$ cat src/rtl/flasher_step_sched.sv
// Step sequencer for the 16-LED bound flasher: walks the fill/drain bounce
// pattern and issues one paced set/clear command per step over valid/ready.
module flasher_step_sched #(
    parameter int N_LEDS   = 16,
    parameter int IDX_W    = 4,
    parameter int TICK_DIV = 4,
    parameter int B_HI     = 15,
    parameter int B_MID1   = 5,
    parameter int B_MID2   = 10,
    parameter int B_LO     = 0
) (
    input  logic             clk,
    input  logic             rst,
    input  logic             flick,
    input  logic             cmd_ready,
    output logic             cmd_valid,
    output logic             cmd_op,
    output logic [IDX_W-1:0] cmd_idx,
    output logic [2:0]       phase,
    output logic             busy,
    output logic             done
);

    localparam int TICK_W = (TICK_DIV > 1) ? $clog2(TICK_DIV) : 1;
    localparam logic [TICK_W-1:0] TICK_LAST = TICK_W'(TICK_DIV - 1);
    // The first fill never addresses past the last physical LED.
    localparam int FILL_A_END = (B_HI < N_LEDS) ? B_HI : N_LEDS - 1;

    typedef enum logic [2:0] {
        IDLE    = 3'd0,
        FILL_A  = 3'd1,
        DRAIN_A = 3'd2,
        FILL_B  = 3'd3,
        DRAIN_B = 3'd4,
        FILL_C  = 3'd5,
        DRAIN_C = 3'd6
    } phase_t;

    phase_t             phase_q, phase_d;
    logic [IDX_W-1:0]   idx_q, idx_d;
    logic [TICK_W-1:0]  tick_q, tick_d;
    logic               valid_q, valid_d;
    logic               op_q, op_d;
    logic [IDX_W-1:0]   cidx_q, cidx_d;
    logic               busy_q, busy_d;
    logic               done_q, done_d;
    logic               kick_s;

    function automatic logic [IDX_W-1:0] phase_end(input phase_t ph);
        case (ph)
            FILL_A:  phase_end = IDX_W'(FILL_A_END);
            DRAIN_A: phase_end = IDX_W'(B_MID1);
            FILL_B:  phase_end = IDX_W'(B_MID2);
            DRAIN_B: phase_end = IDX_W'(B_LO);
            FILL_C:  phase_end = IDX_W'(B_MID1);
            DRAIN_C: phase_end = IDX_W'(B_LO);
            default: phase_end = IDX_W'(B_LO);
        endcase
    endfunction

    // Fill phases set LEDs walking upward; drain phases clear walking downward.
    function automatic logic phase_up(input phase_t ph);
        case (ph)
            FILL_A, FILL_B, FILL_C: phase_up = 1'b1;
            default:                phase_up = 1'b0;
        endcase
    endfunction

    function automatic phase_t phase_next(input phase_t ph);
        case (ph)
            FILL_A:  phase_next = DRAIN_A;
            DRAIN_A: phase_next = FILL_B;
            FILL_B:  phase_next = DRAIN_B;
            DRAIN_B: phase_next = FILL_C;
            FILL_C:  phase_next = DRAIN_C;
            default: phase_next = IDLE;
        endcase
    endfunction

    // Kick-back only at drain checkpoints, and only while a command is accepted.
    always_comb begin
        kick_s = 1'b0;
        if (flick) begin
            case (phase_q)
                DRAIN_A: kick_s = (idx_q == IDX_W'(B_MID1));
                DRAIN_B: kick_s = (idx_q == IDX_W'(B_MID1)) || (idx_q == IDX_W'(B_LO));
                default: kick_s = 1'b0;
            endcase
        end else begin
            kick_s = 1'b0;
        end
    end

    // Next-state: start, tick pacing, command issue and step advance.
    always_comb begin
        phase_d = phase_q;
        idx_d   = idx_q;
        tick_d  = tick_q;
        valid_d = valid_q;
        op_d    = op_q;
        cidx_d  = cidx_q;
        done_d  = 1'b0;
        case (phase_q)
            IDLE: begin
                valid_d = 1'b0;
                tick_d  = '0;
                if (flick && !done_q) begin
                    phase_d = FILL_A;
                    idx_d   = IDX_W'(B_LO);
                end else begin
                    phase_d = IDLE;
                end
            end
            default: begin
                if (valid_q) begin
                    if (cmd_ready) begin
                        valid_d = 1'b0;
                        if (kick_s) begin
                            phase_d = (phase_q == DRAIN_A) ? FILL_A : FILL_B;
                        end else if (idx_q != phase_end(phase_q)) begin
                            idx_d = phase_up(phase_q) ? idx_q + IDX_W'(1) : idx_q - IDX_W'(1);
                        end else if (phase_q == DRAIN_C) begin
                            phase_d = IDLE;
                            idx_d   = IDX_W'(B_LO);
                            done_d  = 1'b1;
                        end else begin
                            phase_d = phase_next(phase_q);
                        end
                    end else begin
                        valid_d = 1'b1;
                    end
                end else if (tick_q == TICK_LAST) begin
                    valid_d = 1'b1;
                    op_d    = phase_up(phase_q);
                    cidx_d  = idx_q;
                    tick_d  = '0;
                end else begin
                    tick_d = tick_q + TICK_W'(1);
                end
            end
        endcase
        busy_d = (phase_d != IDLE);
    end

    // State and output registers.
    always_ff @(posedge clk or posedge rst) begin
        if (rst) begin
            phase_q <= IDLE;
            idx_q   <= IDX_W'(B_LO);
            tick_q  <= '0;
            valid_q <= 1'b0;
            op_q    <= 1'b0;
            cidx_q  <= '0;
            busy_q  <= 1'b0;
            done_q  <= 1'b0;
        end else begin
            phase_q <= phase_d;
            idx_q   <= idx_d;
            tick_q  <= tick_d;
            valid_q <= valid_d;
            op_q    <= op_d;
            cidx_q  <= cidx_d;
            busy_q  <= busy_d;
            done_q  <= done_d;
        end
    end

    assign cmd_valid = valid_q;
    assign cmd_op    = op_q;
    assign cmd_idx   = cidx_q;
    assign phase     = phase_q;
    assign busy      = busy_q;
    assign done      = done_q;

endmodule

$ cat config.mk
export PLATFORM = sky130hd
export DESIGN_NAME = flasher_step_sched
export DESIGN_NICKNAME = d
export VERILOG_FILES = /design/src/rtl/flasher_step_sched.sv
export SDC_FILE = /design/constraint.sdc
export NUM_CORES = 1
export LEC_CHECK = 0
export CAP_MARGIN = 20
export CORE_UTILIZATION = 45
export CTS_CLUSTER_DIAMETER = 40
export DETAILED_ROUTE_END_ITERATION = 8
export GPL_TIMING_DRIVEN = 1
export PLACE_DENSITY_LB_ADDON = 0.15
export SLEW_MARGIN = 10
export SYNTH_ARGS = -nofsm -noshare
export SYNTH_HDL_FRONTEND = slang
export SYNTH_SLANG_ARGS = --single-unit
$ cat constraint.sdc
create_clock -name clk -period 2.5 [get_ports clk]
set_input_delay 0.25 -clock clk [delete_from_list [all_inputs] [get_ports clk]]
set_output_delay 0.25 -clock clk [all_outputs]
set_load 0.01 [all_outputs]
== Word level (Yosys, flattened, before mapping) ==
Cells that the tools add are included.

* Output and inout port bits: 11
* Latch bits: 0
* Memories kept: 0
* Memory bits (writable): 0
* Flip-flop bits (word level): 17
* Input bits: 4
* Memory bits (read-only): 0

* Muxes and demuxes: 43
* $add $sub $neg: 3
* $lt $le $gt $ge: 0
* Multipliers: 0
* Divide/modulo/power cells: 0
* Eq/ne operators: 12
* Reduce and logical (&&, ||, !) cells: 13
* Shift-type cells: 0
* Bitwise gates (word level): 2

{| class="wikitable"
|+ Operators by type and width
! kind !! number
|-
| two-way mux 4 bit || 12
|-
| two-way mux 1 bit || 18
|-
| two-way mux 3 bit || 6
|-
| case mux 3 bit (5 select lines) || 1
|-
| case mux 4 bit (3 select lines) || 1
|-
| equality test 3 bit (second input constant) || 3
|-
| two-way mux 2 bit || 4
|-
| equality test 3 x 2 -> 1 bit (second input constant) || 2
|-
| nonzero test 3 bit || 2
|-
| AND reduction 5 bit || 1
|-
| adder 4 x 1 -> 4 bit (second input constant) || 1
|-
| equality test 4 x 3 -> 1 bit (second input constant) || 1
|-
| logical NOT 4 bit || 1
|-
| != test 2 x 1 -> 1 bit (second input constant) || 2
|-
| != test 4 bit || 1
|-
| nonzero test 2 bit || 2
|-
| subtractor 4 x 1 -> 4 bit (second input constant) || 1
|-
| equality test 3 x 1 -> 1 bit (second input constant) || 1
|-
| logical NOT 3 bit || 1
|-
| AND reduction 3 bit || 1
|-
| OR reduction 3 bit || 1
|-
| adder 2 x 1 -> 2 bit (second input constant) || 1
|-
| equality test 2 bit (second input constant) || 1
|-
| != test 2 bit (second input constant) || 1
|-
| other kinds (6) || 7
|}

== Logic depth before layout (Yosys ltp) ==
* Depth in word-level cells: 20
* Depth in mapped cells: 8
* Depth with buffers taken out: 8

== Worst setup path before layout ==
No wires, ideal clock.

* Path kind: reg-to-reg
* Start: register phase_q[0], in the netlist phase[0]
* End: register idx_q[3]
* Cell stages (with the launch flop): 8
* Setup slack: 0.239 ns
* Arrival time: 2.174 ns
* Clock period less this slack: 2.261 ns
* Buffers on the path: 1
* Cell sequence: dfrtp_1 -> or3b_1 -> or2_0 -> and4_4 -> or4_1 -> buf_2 -> or3_1 -> o211ai_1

* Cells in the longest elaborated chain, start to end: 14
* Elaborated cells between the ends (all ways): 35

{| class="wikitable"
|+ RTL lines
! what !! RTL line !! text
|-
| start, declared || 39 || <nowiki>phase_t phase_q, phase_d;</nowiki>
|-
| start signal, assigned || 157 || <nowiki>phase_q <= phase_d;</nowiki>
|-
| parallel branches: the longest is 14 deep, another holds case mux 4 bit (3 select lines) || -- ||
|-
| end signal, assigned || 149 || <nowiki>idx_q <= IDX_W'(B_LO);</nowiki>
|-
| end signal, assigned || 158 || <nowiki>idx_q <= idx_d;</nowiki>
|-
| end, declared || 40 || <nowiki>logic [IDX_W-1:0] idx_q, idx_d;</nowiki>
|}

Parallel ways; which one is timed is not known. The select of a mux whose other input is x is not followed.
A chain may end at the register's enable or synchronous reset.

== Worst setup path in the final report ==
Same ends and word-level chain as after synthesis.

==> impl_results.md <==
* Vias per inst at 5.736
* Synth top area share at 40.57%
* Reg area at 425.4 µm²
* CP startpoint kind: register
* Post-CTS sizing at 0
* Max incr delay on CP at 0.47 ns
* Syn nets at 122
* Setup Crit Path Kind: register to register
* Synth Area in Simple Gates at 24.82%
* Compound-gate portion of the synthesized area at 14.20%
* DP HPWL at 1734 µm
* Hold-fix buffers, CTS at 0
* Data required time of the worst path at 2.71 ns
* Final cycle utilization of the critical path at 90.04%
* Clock insertion delay at the later pin of the skew report at 0.28 ns
* Gr ovfl total at 0
* Die Height at 50.27 µm
* Initial antenna violation count at 0
* Slew HR at 58.59%
* RSZ-0062 raised after global routing: no
* Cts bufs inserted at 3
* FF+latch count, synth at 17
* WL/cell at 14.39 µm
* Crit-path slowest cell: dfrtp_1
* Remaining DRCs at 0
* Layout cell share with drive strength beyond 1 at 12.21%
* Setup TNS at 0 ns
* Final WL at 2288 µm
* Die ar. at 2527 µm²
* Clock skew at 0.001419 ns
* Total Routing Usage GR at 21.33%
* Seq/Total Area, Yosys at 40.57%
* PD cells at 832.1 nW/µm²
* Area of the multi-input gates at 579.3 µm²
* Unique cell type count in the Yosys netlist at 41
* Hold WC Path Type: primary input to asynchronous set/reset pin
* H-tree levels at 1
* Final Max Tran Viols at 0
* Root Buffer Master: clkbuf_4
* Main combinational cell family by area after synthesis: simple AND/OR/NAND/NOR gates
* Post-CTS Setup Repair Bufs at 0
* Fin. Hold Viols at 0
* Clk sinks at 17
* Synth area leaders: dfrtp_1 41%, nand2_1 3.9%, ha_1 3.6%, nor2_1 3.6%, mux2_2 3.2%
* CP cell instances: or3b_1 -> or2_0 -> and4_4 -> or4_1 -> or3_1 -> o211ai_1
* 1st-iter DRT viols at 25
* Placeable Area at 2212 µm²
* Die Wd at 50.27 µm
* Syn avg cell area at 9.197 µm²
* Ys Warns at 0
* Area leader, netlist: dfrtp_1
* IO buf count at 14
* Vias at 912
* Crit-path max FO at 8
* Adder-cell area share of the yosys netlist at 5.489%
* Clock slew at reported path FFs at 0.10 ns
* I/O pin cnt at 15
* Syn-to-layout area delta at 20.88%
* WP data arrival at 2.46 ns
* Routed Antenna Nets at 0
* Mapped cell area at 1049 µm²
* Rows at 17
* Mapped Cells at 114
* Worst-margin pin slew at 0.6205 ns
* Filler Cells Inserted at 213
* Crit path time final at 2.251 ns
* Pre-antenna DRT Iters at 4
* Cell leakage power at 0.5182 nW
* FMAX at 0.4442 GHz
* Initial cell density of the core at 47.40%
* VDD IR max at 0.5469 mV
* Global-route wire length before repair at 4002 µm
* # setup viols final at 0
* Final Util at 57.30%
* Synth Area in XOR/XNOR at 2.506%
* N_diodes at 0
* Nets at 140
* Multiplexer share of the synthesized area at 8.234%
* Total of max-cap violations at 0
* Vias in the first global route at 860
* Fin Hold WS at 0.3275 ns
* Status: finished clean
* CTS tree: yes
* CP Capture Type: register
* Largest net degree at the start of global routing at 18
* Clock Tree Buf Depth at 2
* Gpl congestion at 0.8776
## per-stage QoR
stage	std cells	setup slack, ns	cell area [µm²]	power, mW
floorplan	114	0.2392	1049	0.7516
global placement	155	0.2646	1240	0.8910
detailed placement	155	0.2076	1240	0.9151
CTS	159	0.2391	1267	1.060
global route	159	0.1576	1267	1.155
finish	159	0.2489	1267	1.055
## metal layers
metal  share of wire (%)  up-vias  wire length, µm  GRT usage, %
met2                  52       29             1189         36.67
met5                   0        -                0             0
met3                 3.3        2               76         3.030
met1                  44      435             1009         26.99
li1                    -      446                -             -
met4                0.52        0               12         7.619
## worst max-delay path, delay by kind of cell (launching register included)
kind	cells	cell delay, ns
AND/OR/NAND/NOR	5	1.62
AO/OA/AOI/OAI	1	0.09
flip-flops	1	0.47
## layout by cell type (no fill, tap or decap), types with 2 or more instances in the layout
master / instances
inv_1: 3
nand2_1: 11
clkdlybuf4s50_1: 14
nand3_1: 6
nand2b_1: 3
ha_1: 3
mux2_2: 3
a31oi_1: 3
clkbuf_4: 3
a21oi_1: 4
nor3b_1: 2
dfrtp_1: 17
or3_1: 3
mux2_1: 2
buf_4: 6
xor2_1: 2
a32oi_1: 2
nor4b_1: 3
nor3_1: 4
mux2i_1: 3
nor2_1: 10
o21ai_1: 3
o21ai_0: 2
## state kept, by name (all words and copies together) (netlist names)
signal     cells
busy           1
cmd_idx        4
cmd_op         1
cmd_valid      1
done           1
idx_q          4
phase          3
tick_q         2
## worst paths after layout
check                                start          to  slack (ns)  cells past startpoint
worst max-delay path              phase[0]    idx_q[3]        0.25                      6
worst min-delay path                   rst  cmd_idx[2]        0.33                      2
worst max register to register    phase[0]    idx_q[3]        0.25                      6
worst min register to register  cmd_idx[2]  cmd_idx[2]        0.50                      1
max in group asynchronous              rst        done        1.78                      2
min in group clk                cmd_idx[2]  cmd_idx[2]        0.50                      1
## power breakdown
group / switching [mW] / internal [mW]
clock: 0.0836 / 0.0594
sequential: 0.115 / 0.357
combinational: 0.207 / 0.232
## cell type report
type | count | share of cell area [%]
clock buffers | 3 | 1.777
clock inverters | 1 | 0.3949
inverters | 4 | 1.185
multi-input cells | 86 | 45.71
flip-flops and latches | 17 | 33.56
well taps | 28 | 2.764
repair buffers | 20 | 14.61
## cell usage after synthesis
| cell type | n |
|---|---|
| nand3_1 | 6 |
| nor2b_1 | 1 |
| a31oi_1 | 3 |
| dfrtp_1 | 17 |
| or3_1 | 3 |
| a311o_1 | 1 |
| a32oi_1 | 2 |
| or4_1 | 1 |
| o2bb2ai_1 | 1 |
| xor2_1 | 2 |
| o21ba_2 | 1 |
| nor3b_1 | 2 |
| nor2_1 | 10 |
| o21bai_1 | 1 |
| xnor2_1 | 1 |
| mux2_1 | 2 |
| and2_1 | 1 |
| a21o_1 | 1 |
| o211ai_1 | 1 |
| and4_4 | 1 |
| mux2_2 | 3 |
| a211oi_1 | 1 |
| ha_1 | 3 |
| inv_1 | 3 |
| mux2i_1 | 3 |
| clkbuf_1 | 4 |
| buf_2 | 2 |
| nand2_1 | 11 |
| o21ai_1 | 3 |
| nand2b_1 | 3 |
| a21oi_1 | 4 |
| nor3_1 | 4 |
| o21ai_0 | 2 |
| or2_0 | 1 |
| nor4b_1 | 3 |
| or3b_1 | 1 |
| inv_2 | 1 |
| a311oi_1 | 1 |
| fa_1 | 1 |
| buf_1 | 1 |
| or2_1 | 1 |
## kinds of logic after synthesis
logic type,count (synthesis)
simple gates,49
mux,8
flops,17
buf+inv,11
compound gates,22
xor+xnor,3
fa+ha+maj,4
Power figures use the tool's default switching activity.
